$ cat src/rtl/robot_motor_driver.sv
// rtl/robot_motor_driver.sv - half-bridge motor gate driver with soft-start PWM and dead-time interlock
module robot_motor_driver #(
    parameter int PWM_BITS    = 8,
    parameter int DEAD_CYCLES = 4,
    parameter int RAMP_DIV    = 16,
    parameter int RAMP_STEP   = 8,
    parameter int MAX_DUTY    = 255
) (
    input  logic                clk,
    input  logic                reset_n,
    input  logic                Z1,
    input  logic                Z2,
    output logic                hs_gate,
    output logic                ls_gate,
    output logic [PWM_BITS-1:0] duty,
    output logic [1:0]          mode,
    output logic                dead_active
);

    localparam int DW = (DEAD_CYCLES > 1) ? $clog2(DEAD_CYCLES) : 1;
    localparam int RW = (RAMP_DIV > 1) ? $clog2(RAMP_DIV) : 1;

    localparam logic [DW-1:0]       DEAD_LOAD = DW'(DEAD_CYCLES - 1);
    localparam logic [RW-1:0]       RAMP_LAST = RW'(RAMP_DIV - 1);
    localparam logic [PWM_BITS:0]   STEP_W    = (PWM_BITS + 1)'(RAMP_STEP);
    localparam logic [PWM_BITS:0]   MAX_W     = (PWM_BITS + 1)'(MAX_DUTY);
    localparam logic [PWM_BITS-1:0] MAX_D     = PWM_BITS'(MAX_DUTY);

    typedef enum logic [1:0] {
        ST_COAST = 2'b00,
        ST_DEAD  = 2'b01,
        ST_DRIVE = 2'b10,
        ST_BRAKE = 2'b11
    } state_t;

    typedef enum logic [1:0] {
        CMD_COAST = 2'b00,
        CMD_DRIVE = 2'b01,
        CMD_BRAKE = 2'b10
    } cmd_t;

    state_t              r_state;
    state_t              w_state_nxt;
    cmd_t                w_cmd;
    logic [DW-1:0]       r_dead_cnt;
    logic [DW-1:0]       w_dead_cnt_nxt;
    logic [RW-1:0]       r_ramp_cnt;
    logic [PWM_BITS-1:0] r_pwm_cnt;
    logic [PWM_BITS-1:0] r_duty;
    logic [PWM_BITS:0]   w_duty_sum;
    logic [PWM_BITS-1:0] w_duty_sat;
    logic                r_hs_gate;
    logic                r_ls_gate;

    // Brake wins when both commands are asserted.
    always_comb begin
        w_cmd = CMD_COAST;
        if (Z2) begin
            w_cmd = CMD_BRAKE;
        end else if (Z1) begin
            w_cmd = CMD_DRIVE;
        end
    end

    always_ff @(posedge clk) begin
        if (!reset_n) begin
            r_state    <= ST_COAST;
            r_dead_cnt <= '0;
        end else begin
            r_state    <= w_state_nxt;
            r_dead_cnt <= w_dead_cnt_nxt;
        end
    end

    // Any switch between drive and brake passes through DEAD; coasting is always immediate.
    always_comb begin
        w_state_nxt    = r_state;
        w_dead_cnt_nxt = r_dead_cnt;
        case (r_state)
            ST_COAST: begin
                if (w_cmd != CMD_COAST) begin
                    w_state_nxt    = ST_DEAD;
                    w_dead_cnt_nxt = DEAD_LOAD;
                end
            end
            ST_DRIVE: begin
                if (w_cmd == CMD_BRAKE) begin
                    w_state_nxt    = ST_DEAD;
                    w_dead_cnt_nxt = DEAD_LOAD;
                end else if (w_cmd == CMD_COAST) begin
                    w_state_nxt = ST_COAST;
                end
            end
            ST_BRAKE: begin
                if (w_cmd == CMD_DRIVE) begin
                    w_state_nxt    = ST_DEAD;
                    w_dead_cnt_nxt = DEAD_LOAD;
                end else if (w_cmd == CMD_COAST) begin
                    w_state_nxt = ST_COAST;
                end
            end
            ST_DEAD: begin
                if (r_dead_cnt != '0) begin
                    w_dead_cnt_nxt = r_dead_cnt - 1'b1;
                end else begin
                    case (w_cmd)
                        CMD_DRIVE: w_state_nxt = ST_DRIVE;
                        CMD_BRAKE: w_state_nxt = ST_BRAKE;
                        default:   w_state_nxt = ST_COAST;
                    endcase
                end
            end
            default: w_state_nxt = ST_COAST;
        endcase
    end

    assign w_duty_sum = {1'b0, r_duty} + STEP_W;
    assign w_duty_sat = (w_duty_sum > MAX_W) ? MAX_D : w_duty_sum[PWM_BITS-1:0];

    // Outside DRIVE the ramp is held cleared so every entry restarts from zero duty.
    always_ff @(posedge clk) begin
        if (!reset_n) begin
            r_pwm_cnt  <= '0;
            r_ramp_cnt <= '0;
            r_duty     <= '0;
            r_hs_gate  <= 1'b0;
            r_ls_gate  <= 1'b0;
        end else begin
            r_pwm_cnt <= r_pwm_cnt + 1'b1;
            if (r_state == ST_DRIVE) begin
                if (r_ramp_cnt == RAMP_LAST) begin
                    r_ramp_cnt <= '0;
                    r_duty     <= w_duty_sat;
                end else begin
                    r_ramp_cnt <= r_ramp_cnt + 1'b1;
                end
            end else begin
                r_ramp_cnt <= '0;
                r_duty     <= '0;
            end
            r_hs_gate <= (r_state == ST_DRIVE) && (r_pwm_cnt < r_duty);
            r_ls_gate <= (r_state == ST_BRAKE);
        end
    end

    assign hs_gate     = r_hs_gate;
    assign ls_gate     = r_ls_gate;
    assign duty        = r_duty;
    assign mode        = r_state;
    assign dead_active = (r_state == ST_DEAD);

endmodule

$ cat config.mk
export PLATFORM = sky130hd
export DESIGN_NAME = robot_motor_driver
export DESIGN_NICKNAME = d
export VERILOG_FILES = /design/src/rtl/robot_motor_driver.sv
export SDC_FILE = /design/constraint.sdc
export NUM_CORES = 1
export LEC_CHECK = 0
export BUFFER_PORTS_ARGS = -buffer_cell sky130_fd_sc_hd__buf_2
export CELL_PAD_IN_SITES_DETAIL_PLACEMENT = 0
export CELL_PAD_IN_SITES_GLOBAL_PLACEMENT = 1
export CORE_ASPECT_RATIO = 1.4
export CORE_MARGIN = 1
export CORE_UTILIZATION = 45
export DETAILED_ROUTE_END_ITERATION = 7
export HOLD_SLACK_MARGIN = 0.02
export PLACE_DENSITY = 0.8
export SYNTH_ARGS = -nofsm -noshare
export SYNTH_HDL_FRONTEND = slang
export SYNTH_SLANG_ARGS = --single-unit
$ cat constraint.sdc
create_clock -name clk -period 3.8 [get_ports clk]
set_clock_uncertainty 0.2 [all_clocks]
set_input_delay 0.76 -clock clk [delete_from_list [all_inputs] [get_ports clk]]
set_output_delay 0.76 -clock clk [all_outputs]
set_load 0.005 [all_outputs]
==> impl_metrics.tcl, run 1 <==
set metrics [dict create \
    port_buffers 16 \
    tightest_slew_ns 0.475 \
    maxCapViolCount 0 \
    clock_path_buffers 2 \
    diodes 0 \
    drt_pass1_iterations 4 \
    finalSetupViolCount 0 \
    h-tree-depth 1 \
    cts_tree "done" \
    yosysUniqueCellTypes 32 \
    required_ns 2.84 \
    yosys_warnings 0 \
    fmax_mhz 468 \
    synthesis.area_um2 1220 \
    placed_cell_area_um2 1310 \
    cts_resized 0 \
    clock_latency_ns 0.31 \
    hold_ws_ns 0.286 \
    synth.avg_cell_area_um2 8.96 \
    drtAntennaViolNets 0 \
    worst_hold_path_type "reg -> reg" \
    dieHeight_um 63.6 \
    grt_usage_pct 18.0 \
    areaGrowthSynthToFinish_pct 10.6 \
    cp_slowest_stage_delay_ns 0.50 \
    r2r_setup_slack_ns 1.76 \
    startpoint_type "flip-flop" \
    num_vias 971 \
    fin_area_um2 1350 \
    clk_pin_slew_ns 0.13 \
    hold_viol 0 \
    slowest_stage "dfxtp_1" \
    fin_crit_sh_pct 56.3 \
    ff2ff_path_depth 6 \
    slew_headroom_pct 68.2 \
    r2r_start "duty[3]$_SDFFE_PN0P_" \
    cts_root_buf "clkbuf_4" \
    hpwl_um 1700 \
    cp_num_buf_inv 1 \
    dieArea_um2 2920 \
    cts_setup_buffers 0 \
    peakVddDrop_mv 0.259 \
    drive_above_1_share_pct 16.0 \
    power_density_nw_per_um2 326 \
    r2r-end "duty[4]$_SDFFE_PN0P_" \
    die_width_um 46.0 \
    wire_per_inst_um 12.2 \
    post_drt_via_cell_ratio 5.22 \
    rsz0062_at_grt "no" \
    utilization_pct 52.1 \
    syn_nets 152 \
    final_cell_mix "dfxtp_1 (24), buf_2 (16), nor2_1 (14), ha_1 (12)" \
    std_cell_rows 22 \
    critical_path.top_delay_family "flip-flops" \
    total_power_uw 439 \
    p_leak_nw 0.552 \
    antenna_found_initial 0 \
    worstSetupEndpointType "output port" \
    io_pins 17 \
    cts_sinks 24 \
    cts_hold_buf 0 \
    gp_congestion 0.727 \
    route.detailed.drc 0 \
    synthCells 136 \
    whs_path_depth 1 \
    numCtsBuffers 3 \
    gr-total-overflow 0 \
    drt_wl_total_um 2280 \
    hold-path-endpoint "r_ramp_cnt[0]$_SDFF_PP0_" \
    worstSetupPathType "reg -> out" \
    path_max_fanout 11 \
    maxSlewViolCount 0 \
    final.setup.tns_ns 0 \
    hold_start "r_ramp_cnt[0]$_SDFF_PP0_" \
    fin_crit_ns 2.14 \
    grt_max_degree 14 \
    worst_ep_arrival_time_ns 1.18 \
    worstPathCellList "nor2b_1 > buf_2" \
    grt_pass1_vias 930 \
    grt_first_pass_wirelength_um 3970 \
    ys_seq_area_share_pct 39.4 \
    layout_commonest_cell "dfxtp_1" \
    outcome "finished, final reports clean" \
    ys_ff_latch 24 \
    drt_iter0_markers 22 \
    start_util_pct 47.1 \
    core_um2 2590 \
    finalNetCount 167 \
]
[where the power goes]
| group | switching (mW) | internal (mW) |
|---|---|---|
| Clock | 0.0740 | 0.0585 |
| Sequential | 0.00894 | 0.260 |
| Combinational | 0.0193 | 0.0189 |
[layout make-up]
| class | instances | area [µm²] |
|---|---|---|
| multi-input combinational | 97 | 672 |
| inverter | 9 | 33.8 |
| fill | 277 | 1240 |
| sequential | 24 | 480 |
| tap | 36 | 45.0 |
| clock buffer | 4 | 36.3 |
| timing repair buffer | 16 | 80.1 |
[layer usage]
layer | share of wire [%] | up-vias | track usage [%]
li1 | - | 509 | -
met1 | 47 | 440 | 23.7
met2 | 50 | 20 | 29.4
met3 | 2.8 | 2 | 1.72
met4 | 0.75 | 0 | 6.62
met5 | 0 | - | 0
[cells in the mapped netlist]
cell      number  area, µm²
ha_1          12        150
nand4_1        2       12.5
nor3b_1        1       7.51
o211ai_1       1       7.51
buf_2          2       10.0
and2_1         2       12.5
and3_2         1       7.51
and3_1         6       37.5
a31oi_1        3       18.8
a2111o_1       1       11.3
nor3_1         6       30.0
a311oi_1       2       17.5
o31ai_2        1       12.5
nand2_1        5       18.8
buf_4          2       15.0
nand3_1        6       30.0
nand4b_1       1       8.76
o21ai_0        3       15.0
nor2b_1        3       18.8
a21oi_1        9       45.0
nand2b_1       3       18.8
nand3b_1       1       7.51
dfxtp_1       24        480
or3_1          1       6.26
nor2_1        14       52.6
clkbuf_1       2       7.51
xor2_1         5       43.8
inv_1          9       33.8
a211oi_1       2       15.0
xnor2_1        4       35.0
o311ai_2       1       16.3
a311oi_2       1       15.0
[through the flow]
step                      setup slack, ns  instances
after floorplan                      1.94        136
after global placement               1.75        182
after detailed placement             1.73        182
after CTS                            1.64        186
after global routing                 1.55        186
final                                1.66        186
[worst max-delay path by stage]
stage                     cells past startpoint  slack (ns)                   end            startpoint
final                                         2        1.66           dead_active  mode[0]$_SDFFE_PN0P_
after global routing                          2        1.55           dead_active  mode[0]$_SDFFE_PN0P_
after CTS                                     2        1.64           dead_active  mode[0]$_SDFFE_PN0P_
after detailed placement                      4        1.73    hs_gate$_SDFF_PN0_               reset_n
after global placement                        4        1.75    hs_gate$_SDFF_PN0_               reset_n
after floorplan                               6        1.94  duty[4]$_SDFFE_PN0P_  duty[3]$_SDFFE_PN0P_
[kinds of logic (layout without fill, tap and decap cells)]
family | count (synthesis) | count (layout) | share of synthesized area [%]
AOI/OAI and AO/OA | 24 | 24 | 14.3
xor gates and xnor gates | 9 | 9 | 6.47
adders and majority gates | 12 | 12 | 12.3
buffers and inverters | 15 | 29 | 5.44
DFF | 24 | 24 | 39.4
and+or+nand+nor | 52 | 52 | 22.1
[registers in the layout, indices dropped and copies added (netlist names)]
register	cells
r_dead_cnt	2
ls_gate	1
r_ramp_cnt	4
mode	2
r_pwm_cnt	8
hs_gate	1
duty	6
No activity file was read; power rests on OpenSTA's default activity.
==> run 2, diff against run 1 <==
--- a/config.mk
+++ b/config.mk
@@ -5,15 +5,16 @@
 export SDC_FILE = /design/constraint.sdc
 export NUM_CORES = 1
 export LEC_CHECK = 0
+export ABC_AREA = 1
 export BUFFER_PORTS_ARGS = -buffer_cell sky130_fd_sc_hd__buf_2
 export CELL_PAD_IN_SITES_DETAIL_PLACEMENT = 0
 export CELL_PAD_IN_SITES_GLOBAL_PLACEMENT = 1
 export CORE_ASPECT_RATIO = 1.4
 export CORE_MARGIN = 1
-export CORE_UTILIZATION = 45
+export CORE_UTILIZATION = 37
 export DETAILED_ROUTE_END_ITERATION = 7
 export HOLD_SLACK_MARGIN = 0.02
-export PLACE_DENSITY = 0.8
+export PLACE_DENSITY = 0.72
 export SYNTH_ARGS = -nofsm -noshare
 export SYNTH_HDL_FRONTEND = slang
 export SYNTH_SLANG_ARGS = --single-unit
==> constraint.sdc (replaced) <==
create_clock -name clk -period 1.75 [get_ports clk]
set_clock_uncertainty 0.2 [all_clocks]
set_input_delay 0.35 -clock clk [delete_from_list [all_inputs] [get_ports clk]]
set_output_delay 0.35 -clock clk [all_outputs]
set_load 0.005 [all_outputs]
==> run 2 against run 1 <==
Global-route usage is 1.7 points lower; sequential power is 110% higher; critical path depth is 8 higher; routed wire length is 16% higher; via count is 18% higher; core utilization is 6.4 points lower; cell area is 9.0% higher; clock-buffer cell count is 1 lower; critical endpoint is now duty[7]$_SDFFE_PN0P_.
==> impl_metrics.tcl, run 2 <==
set metrics [dict create \
    layout_commonest_cell "nand2_1" \
    areaGrowthSynthToFinish_pct 15.2 \
    drt_iter0_markers 28 \
    synth_common_cells "nand2_1 (28), dfxtp_1 (24), inv_1 (23)" \
    regMostFlops "r_pwm_cnt" \
    pre_cts_ws_ns 0.0663 \
    h-tree-depth 1 \
    fill_cells 336 \
    worstPathCellList "inv_1 > ha_1 > inv_1 > nand2_1 > nand2_1 > nor2_1 > nand3_1 > nand2_2 > nand2_4 > a21oi_2" \
    dieHeight_um 71.5 \
    synth_top_family_by_area "simple AND/OR/NAND/NOR gates" \
    synthesis.area_um2 1270 \
    drt_pass1_iterations 4 \
    power_density_nw_per_um2 795 \
    seq_power_share_pct 49.5 \
    gp_congestion 0.795 \
    grt_pass1_vias 1131 \
    synth.most_common_cell "nand2_1" \
    cp_slowest_stage_delay_ns 0.39 \
    internal_power_uw 908 \
    multiInputGateArea_um2 671 \
    worst_hold_path_type "in -> reg" \
    fin_crit_ns 1.64 \
    slowest_stage "dfxtp_2" \
    cts_sinks 24 \
    slew_headroom_pct 79.4 \
    cts_root_buf "clkbuf_8" \
    start_util_pct 39.7 \
    regArea_um2 482 \
    synth_adder_area_share_pct 11.8 \
    drtAntennaViolNets 0 \
    port_buffers 16 \
    yosysUniqueCellTypes 25 \
    wire_per_inst_um 11.6 \
    syn_nets 186 \
    ys_seq_area_share_pct 37.7 \
    p_leak_nw 0.715 \
    io_pins 17 \
    peakVddDrop_mv 0.411 \
    grt_first_pass_wirelength_um 4530 \
    grt_util_met3_pct 2.12 \
    grt_use_met2_pct 30.0 \
    maxSlewViolCount 0 \
    post_drt_via_cell_ratio 5.00 \
    gr-total-overflow 0 \
    largest_reg_flops 8 \
    cts_hold_buf 0 \
    startpoint_type "flip-flop" \
    maxCapViolCount 0 \
    worst_ep_arrival_time_ns 1.65 \
    switching_share_pct 22.2 \
    yosys_warnings 0 \
    hold_viol 0 \
    die_width_um 51.6 \
    route.detailed.drc 0 \
    std_cell_rows 24 \
    clock_latency_ns 0.27 \
    ys_ff_latch 24 \
    fmax_mhz 610 \
    yosysTopAreaCell "dfxtp_1" \
    yosys.area_share.xor_xnor_pct 1.37 \
    antenna_found_initial 0 \
    finalNetCount 206 \
    grt-busiest-layer "met2" \
    synth.area.top_cells "dfxtp_1 (38%), ha_1 (12%), nand2_1 (8.2%), inv_1 (6.8%), nor2_1 (5.0%)" \
    tightest_slew_ns 0.305 \
    drive_above_1_share_pct 20.6 \
    numCtsBuffers 3 \
    switching_power_uw 259 \
    worstSetupPathType "reg -> reg" \
    layout_setup_ws_ns 0.112 \
    synth_edf_count 0 \
    final_cell_mix "nand2_1 (28), inv_1 (23), dfxtp_1 (23), nor2_1 (17), buf_2 (16)" \
    core_um2 3210 \
    clock_path_buffers 2 \
    clk_pin_slew_ns 0.09 \
    synthCells 170 \
    rsz0062_at_grt "no" \
    yosys.area.top_type_share_pct 37.7 \
    path_max_fanout 6 \
    drt_wl_total_um 2630 \
    diodes 0 \
    final.setup.tns_ns 0 \
    synth_simple_gate_area_share_pct 25.8 \
    clockPowerShare_pct 42.0 \
    fin_crit_sh_pct 93.6 \
    pwr-share-comb_pct 8.5 \
    finalSetupViolCount 0 \
    synth-main-ff-cell "dfxtp_1" \
    synth.avg_cell_area_um2 7.50 \
    async_reset_ff_share_pct 0 \
    use_met1_pct 16.8 \
    synth_compound_area_share_pct 13.6 \
    grt_usage_pct 16.3 \
    required_ns 1.76 \
    worstSetupEndpointType "flip-flop" \
    outcome "finished, final reports clean" \
    num_vias 1141 \
    hpwl_um 2110 \
    grt_max_degree 15 \
    synthMuxAreaShare_pct 0 \
    dieArea_um2 3690 \
    cts_tree "done" \
]
[run 2: cell count changes after synthesis, sizes merged, moves of 3 or more]
cell	delta
and3	-6
nand2b	-3
xor2	-5
nor2	+6
nand2	+25
inv	+20
nor2b	-3
o21ai	+10
nand3	+5
a21oi	+4
[run 2: kinds of logic after synthesis]
logic type / count (synthesis)
buffers and inverters: 31
AOI/OAI and AO/OA: 30
DFF: 24
xor gates and xnor gates: 2
and+or+nand+nor: 71
adders and majority gates: 12
[run 2: what timing repair did]
action,CTS,global route
buffers inserted,0,0
resized for setup,0,1
endpoints found under the setup margin,0,4
hold endpoints to repair,0,0
[run 2: worst paths after layout]
kind | from | to | slack [ns] | cells after the start
min | Z2 | mode[0]$_SDFFE_PN0P_ | 0.16 | 3
max | duty[3]$_SDFFE_PN0P_ | duty[7]$_SDFFE_PN0P_ | 0.11 | 10
min reg2reg | r_ramp_cnt[0]$_SDFF_PP0_ | r_ramp_cnt[0]$_SDFF_PP0_ | 0.25 | 1
max reg2reg | duty[3]$_SDFFE_PN0P_ | duty[7]$_SDFFE_PN0P_ | 0.11 | 10
[run 2: layer usage]
metal | wire (µm) | vias to the layer above
met5 | 0 | -
met4 | 83 | 0
met3 | 92 | 10
li1 | - | 589
met1 | 1060 | 514
met2 | 1400 | 28
[run 2: metrics by stage]
step | hold WS [ns] | util (%) | power [mW] | area, µm² | std cells
2_1_floorplan | 0.216 | - | 0.660 | 1270 | 170
3_3_place_gp | 0.228 | 43.5 | 0.688 | 1400 | 224
3_5_place_dp | 0.238 | 43.5 | 0.692 | 1400 | 224
4_1_cts | 0.157 | 45.7 | 1.19 | 1470 | 228
5_1_grt | 0.175 | 45.7 | 1.23 | 1470 | 228
6_report | 0.160 | 45.7 | 1.17 | 1470 | 228
[run 2: final cells by class]
class / instances / share of cell area, %
Clock buffer: 3 / 2.81
Clock inverter: 1 / 2.04
Timing Repair Buffer: 17 / 5.96
Tap cell: 39 / 3.32
Inverter: 29 / 7.41
Sequential cell: 24 / 32.8
Multi-Input combinational cell: 115 / 45.7
[run 2: power by group through the flow]
stage | logic, mW | registers [mW] | clock network, mW
global placement | 0.0985 | 0.590 | 0
finish | 0.0993 | 0.578 | 0.490
floorplan | 0.0716 | 0.588 | 0
CTS | 0.102 | 0.578 | 0.506
detailed placement | 0.101 | 0.591 | 0
global route | 0.119 | 0.581 | 0.526
[run 2: worst max-delay path, delay by kind of cell, from the launching register on]
family | cells | cell delay (ns)
simple gates | 6 | 0.46
flops | 1 | 0.39
fa+ha+maj | 1 | 0.28
buf+inv | 2 | 0.14
compound gates | 1 | 0.11
